<file path="src/rtl/noc_pkg.sv">
// noc_pkg - shared definitions for the mesh router.
//   NPORT / P_*       : port indices (0=PE, 1=left -X, 2=right +X, 3=up +Y, 4=down -Y)
//   dest_x_lsb/_y_lsb : bit offsets of the destination fields inside a flit
//   route_xy          : dimension-ordered XY output selection
package noc_pkg;

  localparam int NPORT = 5;

  localparam logic [2:0] P_PE    = 3'd0;
  localparam logic [2:0] P_LEFT  = 3'd1;
  localparam logic [2:0] P_RIGHT = 3'd2;
  localparam logic [2:0] P_UP    = 3'd3;
  localparam logic [2:0] P_DOWN  = 3'd4;

  // Flit layout: {dest_x, dest_y, payload}
  function automatic int dest_x_lsb(int addr_w, int data_w);
    return addr_w + data_w;
  endfunction

  function automatic int dest_y_lsb(int data_w);
    return data_w;
  endfunction

  // X is resolved completely before Y; a flit for this node goes to the PE.
  function automatic logic [2:0] route_xy(int dest_x, int dest_y, int my_x, int my_y);
    if (dest_x > my_x) return P_RIGHT;
    if (dest_x < my_x) return P_LEFT;
    if (dest_y > my_y) return P_UP;
    if (dest_y < my_y) return P_DOWN;
    return P_PE;
  endfunction

endpackage

</file>
<file path="src/rtl/noc_fifo.sv">
// noc_fifo - synchronous FIFO with the head entry visible combinationally.
//   clk, reset : clock, synchronous active-high reset (flushes pointers)
//   push, din  : write request and data (ignored when full)
//   pop        : read request (ignored when empty)
//   dout       : current head entry (meaningful only when !empty)
//   full/empty : occupancy flags
module noc_fifo #(
  parameter int WIDTH = 33,
  parameter int DEPTH = 4
) (
  input  logic             clk,
  input  logic             reset,
  input  logic             push,
  input  logic             pop,
  input  logic [WIDTH-1:0] din,
  output logic [WIDTH-1:0] dout,
  output logic             full,
  output logic             empty
);

  localparam int AW = $clog2(DEPTH);

  logic [WIDTH-1:0] mem [DEPTH];
  // One extra pointer bit tells full from empty when the indices match.
  logic [AW:0] wr_ptr;
  logic [AW:0] rd_ptr;

  assign empty = (wr_ptr == rd_ptr);
  assign full  = (wr_ptr[AW] != rd_ptr[AW]) && (wr_ptr[AW-1:0] == rd_ptr[AW-1:0]);
  assign dout  = mem[rd_ptr[AW-1:0]];

  always_ff @(posedge clk) begin
    if (reset) begin
      wr_ptr <= '0;
      rd_ptr <= '0;
    end else begin
      if (push && !full) wr_ptr <= wr_ptr + 1'b1;
      if (pop && !empty) rd_ptr <= rd_ptr + 1'b1;
    end
  end

  // Storage needs no reset: the pointers alone decide what is valid.
  always_ff @(posedge clk) begin
    if (push && !full) mem[wr_ptr[AW-1:0]] <= din;
  end

endmodule

</file>
<file path="src/rtl/noc_mesh_router.sv">
// noc_mesh_router - 5-port mesh router tile, single-flit packets, XY routing,
// one FIFO per input, round-robin arbitration and one register per output.
//   clk, reset         : clock, synchronous active-high reset
//   in_valid/in_ready  : per-input handshake (in_ready = FIFO not full)
//   in_flit            : port p at [p*FLIT_W +: FLIT_W]
//   out_valid/out_ready: per-output handshake
//   out_flit           : same packing as in_flit
//   drop_cnt           : saturating count of out-of-mesh flits discarded
//                        (present only with NOC_BAD_DEST_DROP_EN defined)
// Build option NOC_BAD_DEST_DROP_EN: discard head flits whose destination lies
// outside the MESH_X x MESH_Y mesh instead of routing them.
module noc_mesh_router
  import noc_pkg::*;
#(
  parameter int MY_X       = 0,
  parameter int MY_Y       = 0,
  parameter int MESH_X     = 3,
  parameter int MESH_Y     = 3,
  parameter int ADDR_W     = 2,
  parameter int DATA_W     = 29,
  parameter int FIFO_DEPTH = 4,
  localparam int FLIT_W    = 2*ADDR_W + DATA_W
) (
  input  logic                    clk,
  input  logic                    reset,
  input  logic [NPORT-1:0]        in_valid,
  output logic [NPORT-1:0]        in_ready,
  input  logic [NPORT*FLIT_W-1:0] in_flit,
  output logic [NPORT-1:0]        out_valid,
  input  logic [NPORT-1:0]        out_ready,
  output logic [NPORT*FLIT_W-1:0] out_flit
`ifdef NOC_BAD_DEST_DROP_EN
  ,output logic [15:0]            drop_cnt
`endif
);

  localparam int DX_LSB = dest_x_lsb(ADDR_W, DATA_W);
  localparam int DY_LSB = dest_y_lsb(DATA_W);

  if (FIFO_DEPTH < 2 || (FIFO_DEPTH & (FIFO_DEPTH - 1)) != 0 ||
      MY_X >= MESH_X || MY_Y >= MESH_Y ||
      MESH_X > (1 << ADDR_W) || MESH_Y > (1 << ADDR_W)) begin : g_param_check
    $error("noc_mesh_router: inconsistent parameters");
  end

  logic [FLIT_W-1:0] head [NPORT];
  logic [NPORT-1:0]  fifo_full;
  logic [NPORT-1:0]  fifo_empty;
  logic [NPORT-1:0]  pop;
  logic [NPORT-1:0]  bad;
  logic [NPORT-1:0]  req [NPORT];     // req[input] = one-hot requested output
  logic [NPORT-1:0]  gnt_acc [NPORT+1];

  assign in_ready = ~fifo_full;

  for (genvar i = 0; i < NPORT; i++) begin : g_in
    logic [ADDR_W-1:0] dx;
    logic [ADDR_W-1:0] dy;
    logic [2:0]        route;

    noc_fifo #(.WIDTH(FLIT_W), .DEPTH(FIFO_DEPTH)) u_fifo (
      .clk   (clk),
      .reset (reset),
      .push  (in_valid[i]),
      .pop   (pop[i]),
      .din   (in_flit[i*FLIT_W +: FLIT_W]),
      .dout  (head[i]),
      .full  (fifo_full[i]),
      .empty (fifo_empty[i])
    );

    assign dx    = head[i][DX_LSB +: ADDR_W];
    assign dy    = head[i][DY_LSB +: ADDR_W];
    assign route = route_xy(int'(dx), int'(dy), MY_X, MY_Y);

`ifdef NOC_BAD_DEST_DROP_EN
    assign bad[i] = !fifo_empty[i] && (int'(dx) >= MESH_X || int'(dy) >= MESH_Y);
`else
    assign bad[i] = 1'b0;
`endif

    assign req[i] = (!fifo_empty[i] && !bad[i]) ? (NPORT'(1) << route) : '0;
  end

  assign gnt_acc[0] = '0;

  for (genvar o = 0; o < NPORT; o++) begin : g_out
    logic              vld_q;
    logic [FLIT_W-1:0] flit_q;
    logic [2:0]        ptr_q;
    logic [2:0]        winner;
    logic [2:0]        cand;
    logic              grant;
    logic              load;

    // Output register may take a new flit when empty or draining this cycle.
    assign load = !vld_q || out_ready[o];

    always_comb begin
      cand   = '0;
      grant  = 1'b0;
      winner = ptr_q;
      for (int k = 0; k < NPORT; k++) begin
        cand = (int'(ptr_q) + k >= NPORT) ? 3'(int'(ptr_q) + k - NPORT)
                                          : 3'(int'(ptr_q) + k);
        if (!grant && req[cand][o]) begin
          grant  = 1'b1;
          winner = cand;
        end
      end
    end

    assign gnt_acc[o+1] = gnt_acc[o] | ((load && grant) ? (NPORT'(1) << winner) : '0);

    // The pointer only moves when a flit is actually taken.
    always_ff @(posedge clk) begin
      if (reset) begin
        vld_q  <= 1'b0;
        flit_q <= '0;
        ptr_q  <= '0;
      end else if (load) begin
        if (grant) begin
          vld_q  <= 1'b1;
          flit_q <= head[winner];
          ptr_q  <= (winner == 3'(NPORT - 1)) ? 3'd0 : winner + 3'd1;
        end else begin
          vld_q  <= 1'b0;
        end
      end
    end

    assign out_valid[o]                   = vld_q;
    assign out_flit[o*FLIT_W +: FLIT_W]   = flit_q;
  end

  // Every input requests one output, so at most one grant reaches each FIFO.
  assign pop = gnt_acc[NPORT] | bad;

`ifdef NOC_BAD_DEST_DROP_EN
  logic [16:0] drop_sum;

  assign drop_sum = {1'b0, drop_cnt} + 17'($countones(bad));

  always_ff @(posedge clk) begin
    if (reset)            drop_cnt <= '0;
    else if (drop_sum[16]) drop_cnt <= 16'hFFFF;
    else                  drop_cnt <= drop_sum[15:0];
  end
`endif

endmodule

</file>
<file path="config.mk">
export PLATFORM = sky130hd
export DESIGN_NAME = noc_mesh_router
export DESIGN_NICKNAME = d
export VERILOG_FILES = /design/src/rtl/noc_pkg.sv /design/src/rtl/noc_fifo.sv /design/src/rtl/noc_mesh_router.sv
export SDC_FILE = /design/constraint.sdc
export NUM_CORES = 1
export LEC_CHECK = 0
export BUFFER_PORTS_ARGS = -buffer_cell sky130_fd_sc_hd__buf_2
export CAP_MARGIN = 20
export CORE_UTILIZATION = 38
export DETAILED_ROUTE_END_ITERATION = 10
export GPL_TIMING_DRIVEN = 0
export PLACE_DENSITY_LB_ADDON = 0.12
export SLEW_MARGIN = 15
export SYNTH_ARGS = -nofsm -noshare
export SYNTH_HDL_FRONTEND = slang
export SYNTH_SLANG_ARGS = --single-unit
</file>
<file path="constraint.sdc">
create_clock -name clk -period 15.6 [get_ports clk]
set_input_delay 0.78 -clock clk [delete_from_list [all_inputs] [get_ports clk]]
set_output_delay 0.78 -clock clk [all_outputs]
set_load 0.005 [all_outputs]
</file>
==> flow_summary.yaml <==
sta:
  clock_skew_ns: 0.0388
  rsz0062_at_grt: "false"
  fin_crit_sh: 0.461
  worstMarginPinSlew_ns: 1.22
  slew_headroom: 0.180
  setup-violations-final: 0
  final.setup.tns_ns: 0
  hold_viol_final: 0
  slew_violations: 0
  final.min_clock_period_ns: 7.19
  timing.fmax_mhz: 139
logic_synthesis:
  synth-seq-area-share: 0.611
  ys_top_cells_by_count: "edfxtp_1, dfxtp_1, mux2i_1, mux4_2, nor2_1"
  synth_top_area_cell: "edfxtp_1"
  yosysMostFrequentCell: "edfxtp_1"
  syn_area_per_cell_um2: 14.7
  yosysUniqueCellTypes: 86
  synth_top_area_share: 0.515
  synth_cells: 2613
  postSynth.asyncResetShare: 0
  ys_warn_count: 0
  netlist_area_mm2: 0.0385
  synth.area.top_cells: "edfxtp_1, mux4_2, dfxtp_1"
  synth_ff_type: "edfxtp_1"
  synth_edf_count: 660
  ys_ff_latch: 845
cells_and_area:
  fill_cells: 9000
  seq_area_mm2: 0.0235
  syn2layout_area_growth_pct: 18.1
  final_cells: 4522
  final_layout_size_suffix_gt1_frac: 0.258
  multiInputGateArea_mm2: 0.0141
  nNetsFinal: 3331
setup_path:
  worst_setup_path_start_kind: "flop"
  worstPathArrival_ns: 7.67
  crit_path_start: "g_out[3].ptr_q[0]"
  endpoint_kind: "flop"
  path_common_cell: "clkbuf_1"
  crit_required_ns: 16.08
  critPathKind: "reg -> reg"
  crit-reg2reg-launch: "g_out[3].ptr_q[0]"
  slowest_delay_ns: 0.90
  slowest_stage: "a22oi_1"
  cp_max_fo: 11
  crit_path_cell_trace: "clkbuf_1, inv_1, clkbuf_1, ha_1, ha_1, clkbuf_1, a21oi_1, a32o_1, a21oi_1, a21boi_0, and2_1, clkbuf_1, nand3_1, a22oi_1, buf_2, inv_1, ha_1, o211a_1, a2111oi_0"
global_route:
  grt_pass1_vias: 25400
  grt_start_max_net_pins: 28
  gr-total-overflow: 0
  grt_usage: 0.243
  grt_pass1_wl_um: 179000
  antenna_found_initial: 20
placed_design:
  port_buffers: 316
  dp_hpwl_um: 95800
  dp_cells: 4345
  globalplace.congestion: 0.938
clock_network:
  post-cts-setup-buffer-count: 0
  clock_sinks: 845
  cts_tree: "done"
  hold_buffers: 0
  htreeDepth: 3
  cts.path.max_buffers: 3
  ctsRootBufferMaster: "clkbuf_16"
  clock_latency_ns: 0.68
  clk_pin_slew_ns: 0.06
  cts_repair_resize_count: 0
  cts_buffers: 94
die:
  initial_core_util: 0.384
  rows: 116
  coreArea_mm2: 0.100
  dieArea_mm2: 0.103
  die_width_um: 320
  io_pins: 352
  die_h_um: 320
drt:
  vias_per_cell: 5.62
  firstDrtPassIters: 6
  finalWirelength_um: 126000
  ant_nets: 0
  drc: 0
  drt_iter0_drc: 2209
  dr_total_vias: 25400
  wl_per_cell_um: 27.8
power:
  ir_drop_uv: 245
  power.density_mw_per_mm2: 228
  leakage_nw: 16.5
worst_hold_path:
  worstHoldStart: "out_ready[1]"
  hold_class: "in -> reg"
status:
  status: "finished, final reports clean"
job:
  cap_violations: 0
path summary, 6_finish.rpt:
kind,endpoint,slack (ns),cells after the start
max,g_out[3].ptr_q[2],8.41,19
min,g_out[1].vld_q,0.27,2
max reg2reg,g_out[3].ptr_q[2],8.41,19
min reg2reg,g_out[0].flit_q[31],0.45,1
state kept, by name, indices dropped and copies added (netlist names), named ones only:
signal,flops
g_in.u_fifo.mem,660
g_out.flit_q,132
g_in.u_fifo.rd_ptr,15
g_in.u_fifo.wr_ptr,15
g_out.ptr_q,9
g_out.vld_q,4
placed cells by master (no fill, tap or decap), drive strengths merged, types with 13 or more instances in the layout:
cell type / n
edfxtp: 660
buf: 411
clkbuf: 252
dfxtp: 185
mux2i: 184
mux4: 166
nor2: 152
o21ai: 98
mux2: 78
a22oi: 68
a21oi: 64
ha: 64
nor2b: 54
nor3: 50
inv: 46
nand2: 37
nor4: 37
o21bai: 36
o22ai: 34
conb: 34
o22a: 32
a2111o: 30
clkinv: 30
xnor2: 29
nand2b: 27
and3: 24
nand3: 22
and2: 19
a211oi: 17
xor2: 16
or3: 13
metrics by stage:
step	hold WS [ns]	setup WS (ns)	power, W	instance area, um^2	util
6_report	0.273	8.41	0.0104	45500	0.454
5_1_grt	0.276	8.09	0.0109	45500	0.454
4_1_cts	0.224	8.58	0.0103	45500	0.453
3_5_place_dp	0.441	8.64	0.00816	42500	0.424
3_3_place_gp	0.444	8.39	0.00807	41900	0.418
2_1_floorplan	0.455	10.68	0.00637	38600	-
power breakdown:
part           switching, W  internal (W)  total, W  leakage [nW]
logic               0.00337       0.00207   0.00543          7.49
registers          0.000152       0.00266   0.00281          7.58
clock network      0.000891       0.00125   0.00214          1.43
total               0.00441       0.00598    0.0104          16.5
logic make-up after synthesis:
| group | after synthesis | synth area share |
|---|---|---|
| compound gates | 505 | 0.0942 |
| xor+xnor | 45 | 0.0102 |
| fa+ha+maj | 67 | 0.0224 |
| buf+inv | 234 | 0.0279 |
| flops | 845 | 0.611 |
| mux | 428 | 0.168 |
| other cells | 1 | 0.0000974 |
| simple gates | 488 | 0.0668 |
per-layer routing:
| layer | GRT usage | part of all wire | up-vias |
|---|---|---|---|
| li1 | - | - | 11300 |
| met1 | 0.313 | 0.41 | 12900 |
| met2 | 0.405 | 0.49 | 968 |
| met3 | 0.0469 | 0.067 | 201 |
| met4 | 0.0903 | 0.034 | 10 |
| met5 | 0 | 0.00045 | - |
critical path: cells and delay by family, from the launching register on:
| family | cells | cell delay, ns |
|---|---|---|
| AOI/OAI and AO/OA | 7 | 3.10 |
| buffers and inverters | 7 | 2.18 |
| adders and majority gates | 3 | 0.81 |
| and+or+nand+nor | 2 | 0.48 |
| DFF | 1 | 0.39 |
final cells by class:
type	count	area share
Clock buffer	129	0.0567
Clock inverter	42	0.00839
Buffer	190	0.0200
Inverter	44	0.00363
Timing Repair Buffer	345	0.0471
Multi-Input combinational cell	1567	0.310
Tap cell	1357	0.0373
Sequential cell	845	0.517
Antenna cell	3	0.000165
Power figures use the tool's default switching activity.
